`src/rtl/div_prog_pkg.sv`:
```
// -----------------------------------------------------------------------------
// div_prog_pkg
//   Shared definitions for the programmable clock divider.
//   - div_state_t : divider FSM states (IDLE, RUN, STOP)
//   - DEF_RATIO   : division ratio loaded at reset
//   - clamp_ratio : maps the illegal ratios 0 and 1 onto 2, passes all others
// -----------------------------------------------------------------------------
package div_prog_pkg;

  // Ratio loaded into the divider when reset is asserted.
  localparam int DEF_RATIO = 2;

  // Width of the argument/result of clamp_ratio. Callers size the ratio
  // up to this width and cast the result back to their own ratio width.
  localparam int RATIO_MAX_W = 32;

  // IDLE : clk_out parked low, counter held at 0
  // RUN  : counting, en high
  // STOP : en dropped mid-period, finishing the current period
  typedef enum logic [1:0] {
    IDLE = 2'd0,
    RUN  = 2'd1,
    STOP = 2'd2
  } div_state_t;

  // A divide-by-0 or divide-by-1 request is meaningless for a 50 % clock,
  // so both become divide-by-2. Every other value is used as given.
  function automatic logic [RATIO_MAX_W-1:0] clamp_ratio(
    input logic [RATIO_MAX_W-1:0] r
  );
    return (r < 32'd2) ? 32'd2 : r;
  endfunction

endpackage

```
`src/rtl/div_neg_ret.sv`:
```
// -----------------------------------------------------------------------------
// div_neg_ret
//   Single flop clocked on the falling edge of clk_i. Delays d_i by half a
//   source-clock cycle; the divider uses it to stretch the high phase of
//   odd ratios by exactly half a cycle.
//
// Ports
//   clk_i : source clock (captured on negedge)
//   rst_i : asynchronous active-high reset, clears q_o
//   d_i   : data to retime
//   q_o   : d_i retimed onto the falling edge
// -----------------------------------------------------------------------------
module div_neg_ret (
  input  logic clk_i,
  input  logic rst_i,
  input  logic d_i,
  output logic q_o
);

  always_ff @(negedge clk_i or posedge rst_i) begin
    if (rst_i) begin
      q_o <= 1'b0;
    end else begin
      q_o <= d_i;
    end
  end

endmodule

```
`src/rtl/div_prog.sv`:
```
// -----------------------------------------------------------------------------
// div_prog
//   Programmable integer clock divider with 50 % duty cycle for both even and
//   odd ratios. The source clock is divided by a run-time ratio N. New ratios
//   are taken through a valid/ready handshake, parked in a pending register
//   and only put into force at a period boundary, so clk_out never produces a
//   short pulse. A one-cycle tick in the clk domain marks each output period.
//
// Parameters
//   W         : ratio width, legal ratios 2..2^W-1
//   DEF_RATIO : ratio in force after reset
//
// Ports
//   clk       : source clock
//   rst       : asynchronous active-high reset
//   en        : run request, level-sensitive, sampled on clk posedge
//   ratio     : requested division ratio
//   ratio_vld : ratio is valid
//   ratio_rdy : divider can accept a ratio (registered)
//   clk_out   : divided clock, 50 % duty
//   tick      : one-cycle pulse in the cycle clk_out rises
//   running   : high while the FSM is in RUN or STOP
//   dbg_state : current FSM state, for observation only
// -----------------------------------------------------------------------------
module div_prog #(
  parameter int W         = 8,
  parameter int DEF_RATIO = div_prog_pkg::DEF_RATIO
) (
  input  logic                     clk,
  input  logic                     rst,
  input  logic                     en,
  input  logic [W-1:0]             ratio,
  input  logic                     ratio_vld,
  output logic                     ratio_rdy,
  output logic                     clk_out,
  output logic                     tick,
  output logic                     running,
  output div_prog_pkg::div_state_t dbg_state
);

  import div_prog_pkg::*;

  // Reset ratio goes through the same clamp as run-time ratios so that a
  // careless DEF_RATIO override of 0 or 1 still yields a legal divider.
  localparam logic [W-1:0] RST_RATIO = W'(clamp_ratio(32'(DEF_RATIO)));

  // ---------------------------------------------------------------------------
  // State
  // ---------------------------------------------------------------------------
  div_state_t   state_q, state_d;
  logic [W-1:0] cnt_q, cnt_d;        // position inside the current period
  logic [W-1:0] cur_q, cur_d;        // ratio in force
  logic [W-1:0] pend_q, pend_d;      // accepted ratio waiting for its apply point
  logic         pend_vld_q, pend_vld_d;
  logic         rdy_q, rdy_d;
  logic         q_pos_q, q_pos_d;    // posedge half of the output waveform
  logic         odd_q, odd_d;        // ratio parity aligned with q_pos_q
  logic         tick_q, tick_d;
  logic         q_neg;               // q_pos_q retimed on the falling edge

  logic         active;              // RUN or STOP
  logic         term;                // last cycle of the current period
  logic         accept;              // handshake transfer this cycle
  logic         apply;               // pending ratio goes into force this cycle

  assign active = (state_q != IDLE);
  assign term   = active && (cnt_q == (cur_q - 1'b1));

  // Handshake: a ratio is transferred on a posedge where ratio_vld and
  // ratio_rdy are both high. ratio_rdy is a register; it drops the cycle
  // after a transfer and stays low until the pending value has been applied,
  // rising again the cycle after the apply. While ratio_rdy is low,
  // ratio_vld is ignored and nothing is transferred, so a single pending
  // slot is enough and a held ratio_vld cannot overwrite the parked value.
  assign accept = ratio_vld && rdy_q;

  // While counting, a new ratio may only start on a period boundary. In
  // IDLE there is no period to protect, so the pending value goes straight in.
  assign apply  = pend_vld_q && (!active || term);

  // ---------------------------------------------------------------------------
  // FSM and period counter
  // ---------------------------------------------------------------------------
  always_comb begin
    state_d = state_q;
    cnt_d   = cnt_q;
    case (state_q)
      IDLE: begin
        cnt_d = '0;
        if (en) begin
          state_d = RUN;
        end
      end
      RUN: begin
        cnt_d = term ? '0 : cnt_q + 1'b1;
        if (!en) begin
          // Dropping en on the last cycle needs no drain period.
          state_d = term ? IDLE : STOP;
        end
      end
      STOP: begin
        cnt_d = term ? '0 : cnt_q + 1'b1;
        // en coming back resumes the period already in flight; only a
        // period that completes with en still low parks the divider.
        if (en) begin
          state_d = RUN;
        end else if (term) begin
          state_d = IDLE;
        end
      end
      default: begin
        state_d = IDLE;
        cnt_d   = '0;
      end
    endcase
  end

  // ---------------------------------------------------------------------------
  // Ratio handshake and pending register
  // ---------------------------------------------------------------------------
  always_comb begin
    pend_d     = pend_q;
    pend_vld_d = pend_vld_q;
    rdy_d      = rdy_q;
    cur_d      = cur_q;
    if (accept) begin
      pend_d     = W'(clamp_ratio(32'(ratio)));
      pend_vld_d = 1'b1;
      rdy_d      = 1'b0;
    end
    // accept needs rdy_q high, which implies an empty pending slot, so
    // accept and apply never coincide.
    if (apply) begin
      cur_d      = pend_q;
      pend_vld_d = 1'b0;
      rdy_d      = 1'b1;
    end
  end

  // ---------------------------------------------------------------------------
  // Output waveform
  // ---------------------------------------------------------------------------
  // q_pos is high for the first floor(N/2) counts of each period. It is
  // registered from cnt_q, so clk_out rises one cycle after the counter
  // reaches 0, together with tick. odd_q is registered from the same cur_q
  // as q_pos so the negedge extension is enabled for exactly the periods
  // it belongs to; it can only change while both q_pos and q_neg are low.
  assign q_pos_d = active && (cnt_q < (cur_q >> 1));
  assign odd_d   = cur_q[0];
  assign tick_d  = active && (cnt_q == '0);

  always_ff @(posedge clk or posedge rst) begin
    if (rst) begin
      state_q    <= IDLE;
      cnt_q      <= '0;
      cur_q      <= RST_RATIO;
      pend_q     <= '0;
      pend_vld_q <= 1'b0;
      rdy_q      <= 1'b1;
      q_pos_q    <= 1'b0;
      odd_q      <= RST_RATIO[0];
      tick_q     <= 1'b0;
    end else begin
      state_q    <= state_d;
      cnt_q      <= cnt_d;
      cur_q      <= cur_d;
      pend_q     <= pend_d;
      pend_vld_q <= pend_vld_d;
      rdy_q      <= rdy_d;
      q_pos_q    <= q_pos_d;
      odd_q      <= odd_d;
      tick_q     <= tick_d;
    end
  end

  // Half-cycle delayed copy of q_pos. OR-ing it in for odd N lengthens the
  // high phase by half a cycle, giving h+0.5 high and h+0.5 low.
  div_neg_ret u_neg_ret (
    .clk_i (clk),
    .rst_i (rst),
    .d_i   (q_pos_q),
    .q_o   (q_neg)
  );

  assign clk_out   = q_pos_q | (odd_q & q_neg);
  assign tick      = tick_q;
  assign ratio_rdy = rdy_q;
  assign running   = active;
  assign dbg_state = state_q;

endmodule
```
`config.mk`:
```
export PLATFORM = sky130hd
export DESIGN_NAME = div_prog
export DESIGN_NICKNAME = d
export VERILOG_FILES = /design/src/rtl/div_prog_pkg.sv /design/src/rtl/div_neg_ret.sv /design/src/rtl/div_prog.sv
export SDC_FILE = /design/constraint.sdc
export NUM_CORES = 1
export LEC_CHECK = 0
export BUFFER_PORTS_ARGS = -buffer_cell sky130_fd_sc_hd__buf_4
export CORE_ASPECT_RATIO = 0.5
export CORE_MARGIN = 2
export CORE_UTILIZATION = 25
export DETAILED_ROUTE_END_ITERATION = 16
export MAX_ROUTING_LAYER = met4
export PLACE_DENSITY = 0.41
export SETUP_SLACK_MARGIN = 0.4
export SLEW_MARGIN = 20
export SYNTH_ARGS = -nofsm -noshare
export SYNTH_HDL_FRONTEND = slang
export SYNTH_HIERARCHICAL = 1
export SYNTH_SLANG_ARGS = --single-unit
```
`constraint.sdc`:
```
create_clock -name clk -period 2.8 [get_ports clk]
set_input_delay 0.14 -clock clk [delete_from_list [all_inputs] [get_ports clk]]
set_output_delay 0.14 -clock clk [all_outputs]
set_load 0.05 [all_outputs]
```
==> flow_metrics.env <==
export IMPL_clock_sinks=32
export IMPL_post_route_drc_count=0
export IMPL_min_path_cells=2
export IMPL_postRouteAntennaNets=0
export IMPL_num_antenna_cells=0
export IMPL_num_rows=23
export IMPL_gr_total_overflow=0
export IMPL_reg2reg_to="cur_q[5]"
export IMPL_regArea_um2=803.3
export IMPL_pwr_share_comb_pct=34.6
export IMPL_cts_tree="yes"
export IMPL_synth_nets=242
export IMPL_grt_pass1_vias=1680
export IMPL_min_to="pend_q[0]"
export IMPL_fin_nets=271
export IMPL_path_buf_inv=1
export IMPL_switching_share_pct=37.49
export IMPL_place_gp_congestion=0.7796
export IMPL_power_frac_seq_pct=32.7
export IMPL_setup_viol=0
export IMPL_cp_start_kind="flip-flop"
export IMPL_htree_levels=2
export IMPL_rr_worst_depth=9
export IMPL_hold_class="in -> reg"
export IMPL_fin_tns_setup_ns=0
export IMPL_drt_pass1_iter_count=4
export IMPL_p_sw_mw=0.6381
export IMPL_rsz0062_at_grt="true"
export IMPL_avgSynthCellArea_um2=9.289
export IMPL_cp_slowest_cell="dfrtn_1"
export IMPL_hold_start="ratio[0]"
export IMPL_power_mw=1.702
export IMPL_viasPerCell=4.602
export IMPL_ctsRootBufferMaster="clkbuf_16"
export IMPL_worstReg2RegStart="cur_q[1]"
export IMPL_grt_pass1_wl_um=8459
export IMPL_required_ns=2.66
export IMPL_num_vias=1652
export IMPL_arrival_ns=2.36
export IMPL_die_area_mm2=0.008841
export IMPL_critPathMaxStageDelay_ns=0.39
export IMPL_crit_type="reg -> out"
export IMPL_whs_ns=0.09156
export IMPL_status="complete, no violations"
export IMPL_area_delta_synth_final_pct=26.44
export IMPL_async_reset_ff_share_pct=100.0
export IMPL_fin_cells=359
export IMPL_p_leak_nw=1.197
export IMPL_cts_buffers_inserted=5
export IMPL_routedWlPerCell_um=14.12
export IMPL_start_util_pct=25.47
export IMPL_drt_iter0_drc=64
export IMPL_die_x_um=131.0
export IMPL_ys_types=49
export IMPL_ir_drop_v=0.0002777
export IMPL_crit_family="flip-flops"
export IMPL_path_cells="a21o_1, buf_6"
export IMPL_synth_warnings=6
export IMPL_die_y_um=67.50
export IMPL_finalMaxSlewViolations=0
export IMPL_ys_seq_area_share_pct=39.85
export IMPL_placed_cells=343
export IMPL_fillCellCount=839
export IMPL_core_area_mm2=0.007914
export IMPL_netlist_area_mm2=0.002016
export IMPL_clock_skew_ns=0.02342
export IMPL_max_slew_margin_rel_pct=62.82
export IMPL_grt_max_degree=32
export IMPL_synth_edf_count=0
export IMPL_ios=18
export IMPL_yosys_register_bits=32
export IMPL_antenna_found_initial=0
export IMPL_p_int_mw=1.064
export IMPL_multi_input_area_mm2=0.001147
export IMPL_p_clk_share_pct=32.7
export IMPL_synth_main_ff_cell="dfrtp_1"
export IMPL_reg2reg_slack_ns=0.50
export IMPL_utilization_pct=32.21
export IMPL_numPortBuffers=17
export IMPL_maxCapViolations=0
export IMPL_synth_cells=217
export IMPL_clk_insertion_delay_late_ns=0.30
export IMPL_drive_gt1_share_pct=23.48
export IMPL_timing_hold_violations_final=0
export IMPL_cellPowerDensity_mw_per_mm2=667.8
export IMPL_worstMarginPinSlew_ns=0.5576
export IMPL_clkTransAtPathRegs_ns=0.05
export IMPL_cp_end_kind="primary output"
export IMPL_cts_buffer_depth=2
export IMPL_cp_max_fo=1
export IMPL_hpwl_um=3574
export IMPL_drt_wl_total_um=5068
export IMPL_grt_use_total_pct=13.13
[worst max path at each step]
| stage | start | endpoint | cells past startpoint |
|---|---|---|---|
| 2_1_floorplan | cur_q[1] | cur_q[2] | 9 |
| 3_3_place_gp | cur_q[1] | cur_q[0] | 8 |
| 3_5_place_dp | cur_q[1] | cur_q[2] | 8 |
| 4_1_cts | u_neg_ret/q_o | clk_out | 2 |
| 5_1_grt | u_neg_ret/q_o | clk_out | 2 |
| 6_report | u_neg_ret/q_o | clk_out | 2 |
[through the flow]
step                worst slack (ns)  cell area, µm²
floorplan                     0.4762            2017
finish                        0.3039            2549
global route                  0.2495            2549
CTS                           0.2926            2492
detailed placement            0.1202            2275
global placement              0.1909            2275
[Yosys cell counts (all sizes together), types with 6 or more instances]
| cell | instances | share of area (%) |
|---|---|---|
| a21oi | 10 | 2.5 |
| ha | 13 | 8.1 |
| xor2 | 9 | 3.9 |
| inv | 19 | 3.5 |
| mux2 | 6 | 3.4 |
| xnor2 | 6 | 2.6 |
| nand2 | 15 | 2.8 |
| dfrtp | 29 | 36 |
| nand3 | 11 | 2.7 |
| nor2 | 26 | 4.8 |
[placed cells by master, fill, tap and decap left out, types with 5 or more instances in the layout]
master,instances
ha_1,12
nand3_1,11
xnor2_1,6
nand2_1,15
mux2_2,6
xor2_1,9
nor2_1,24
clkbuf_16,5
nor3_1,5
a21oi_1,10
dfrtp_1,29
inv_1,17
buf_4,26
[area by class of cell]
type	instances	area share (%)
well taps	112	5.498
inverters	19	2.798
repair buffers	30	9.327
clock inverters	2	0.3927
multi-input cells	158	45.02
clock buffers	6	5.449
flip-flops and latches	32	31.52
[worst register-to-register path, stage by stage (launching register included)]
cell and delay, ns:
dfstp_2 0.54, inv_2 0.05, ha_4 0.26, xor2_1 0.13
nand3_1 0.10, or3_4 0.41, buf_4 0.15, buf_4 0.15
or3_1 0.38, nand3_1 0.08
[sequential cells by signal (all words and copies together), names as in the netlist]
name,flops
cur_q,8
u_neg_ret/q_o,1
tick,1
dbg_state,2
q_pos_q,1
odd_q,1
ratio_rdy,1
pend_q,8
cnt_q,8
pend_vld_q,1
[per-layer routing]
layer / vias up / track usage, % / routed length [µm] / share of wire [%]
met5: - / - / 0 / 0
met4: 0 / 4.920 / 68 / 1.3
met3: 5 / 3.170 / 157 / 3.1
met2: 23 / 19.88 / 2235 / 44
met1: 798 / 17.14 / 2607 / 51
li1: 826 / - / - / -
[repair_timing]
item | 4_1_cts | 5_1_grt
pin swaps | 1 | 4
hold buffers | 1 | 0
setup buffers | 6 | 1
hold endpoints to repair | 29 | 0
gates resized for setup | 4 | 13
endpoints found under the setup margin | 21 | 20
[kinds of logic (layout without fill, tap and decap cells)]
| logic type | Yosys count | after routing | share of synthesized area (%) |
|---|---|---|---|
| xor+xnor | 15 | 15 | 6.518 |
| buf+inv | 27 | 57 | 5.835 |
| compound gates | 46 | 46 | 16.70 |
| simple gates | 77 | 77 | 19.18 |
| flops | 32 | 32 | 39.85 |
| mux | 7 | 7 | 3.848 |
| fa+ha+maj | 13 | 13 | 8.070 |
[power by group through the flow]
| stage | logic (mW) | registers (mW) | clock network, mW |
|---|---|---|---|
| floorplan | 0.350 | 0.612 | 0 |
| global placement | 0.575 | 0.563 | 0 |
| detailed placement | 0.583 | 0.565 | 0 |
| CTS | 0.588 | 0.557 | 0.565 |
| global route | 0.649 | 0.566 | 0.597 |
| finish | 0.589 | 0.556 | 0.556 |
No activity file was read; power rests on OpenSTA's default activity.
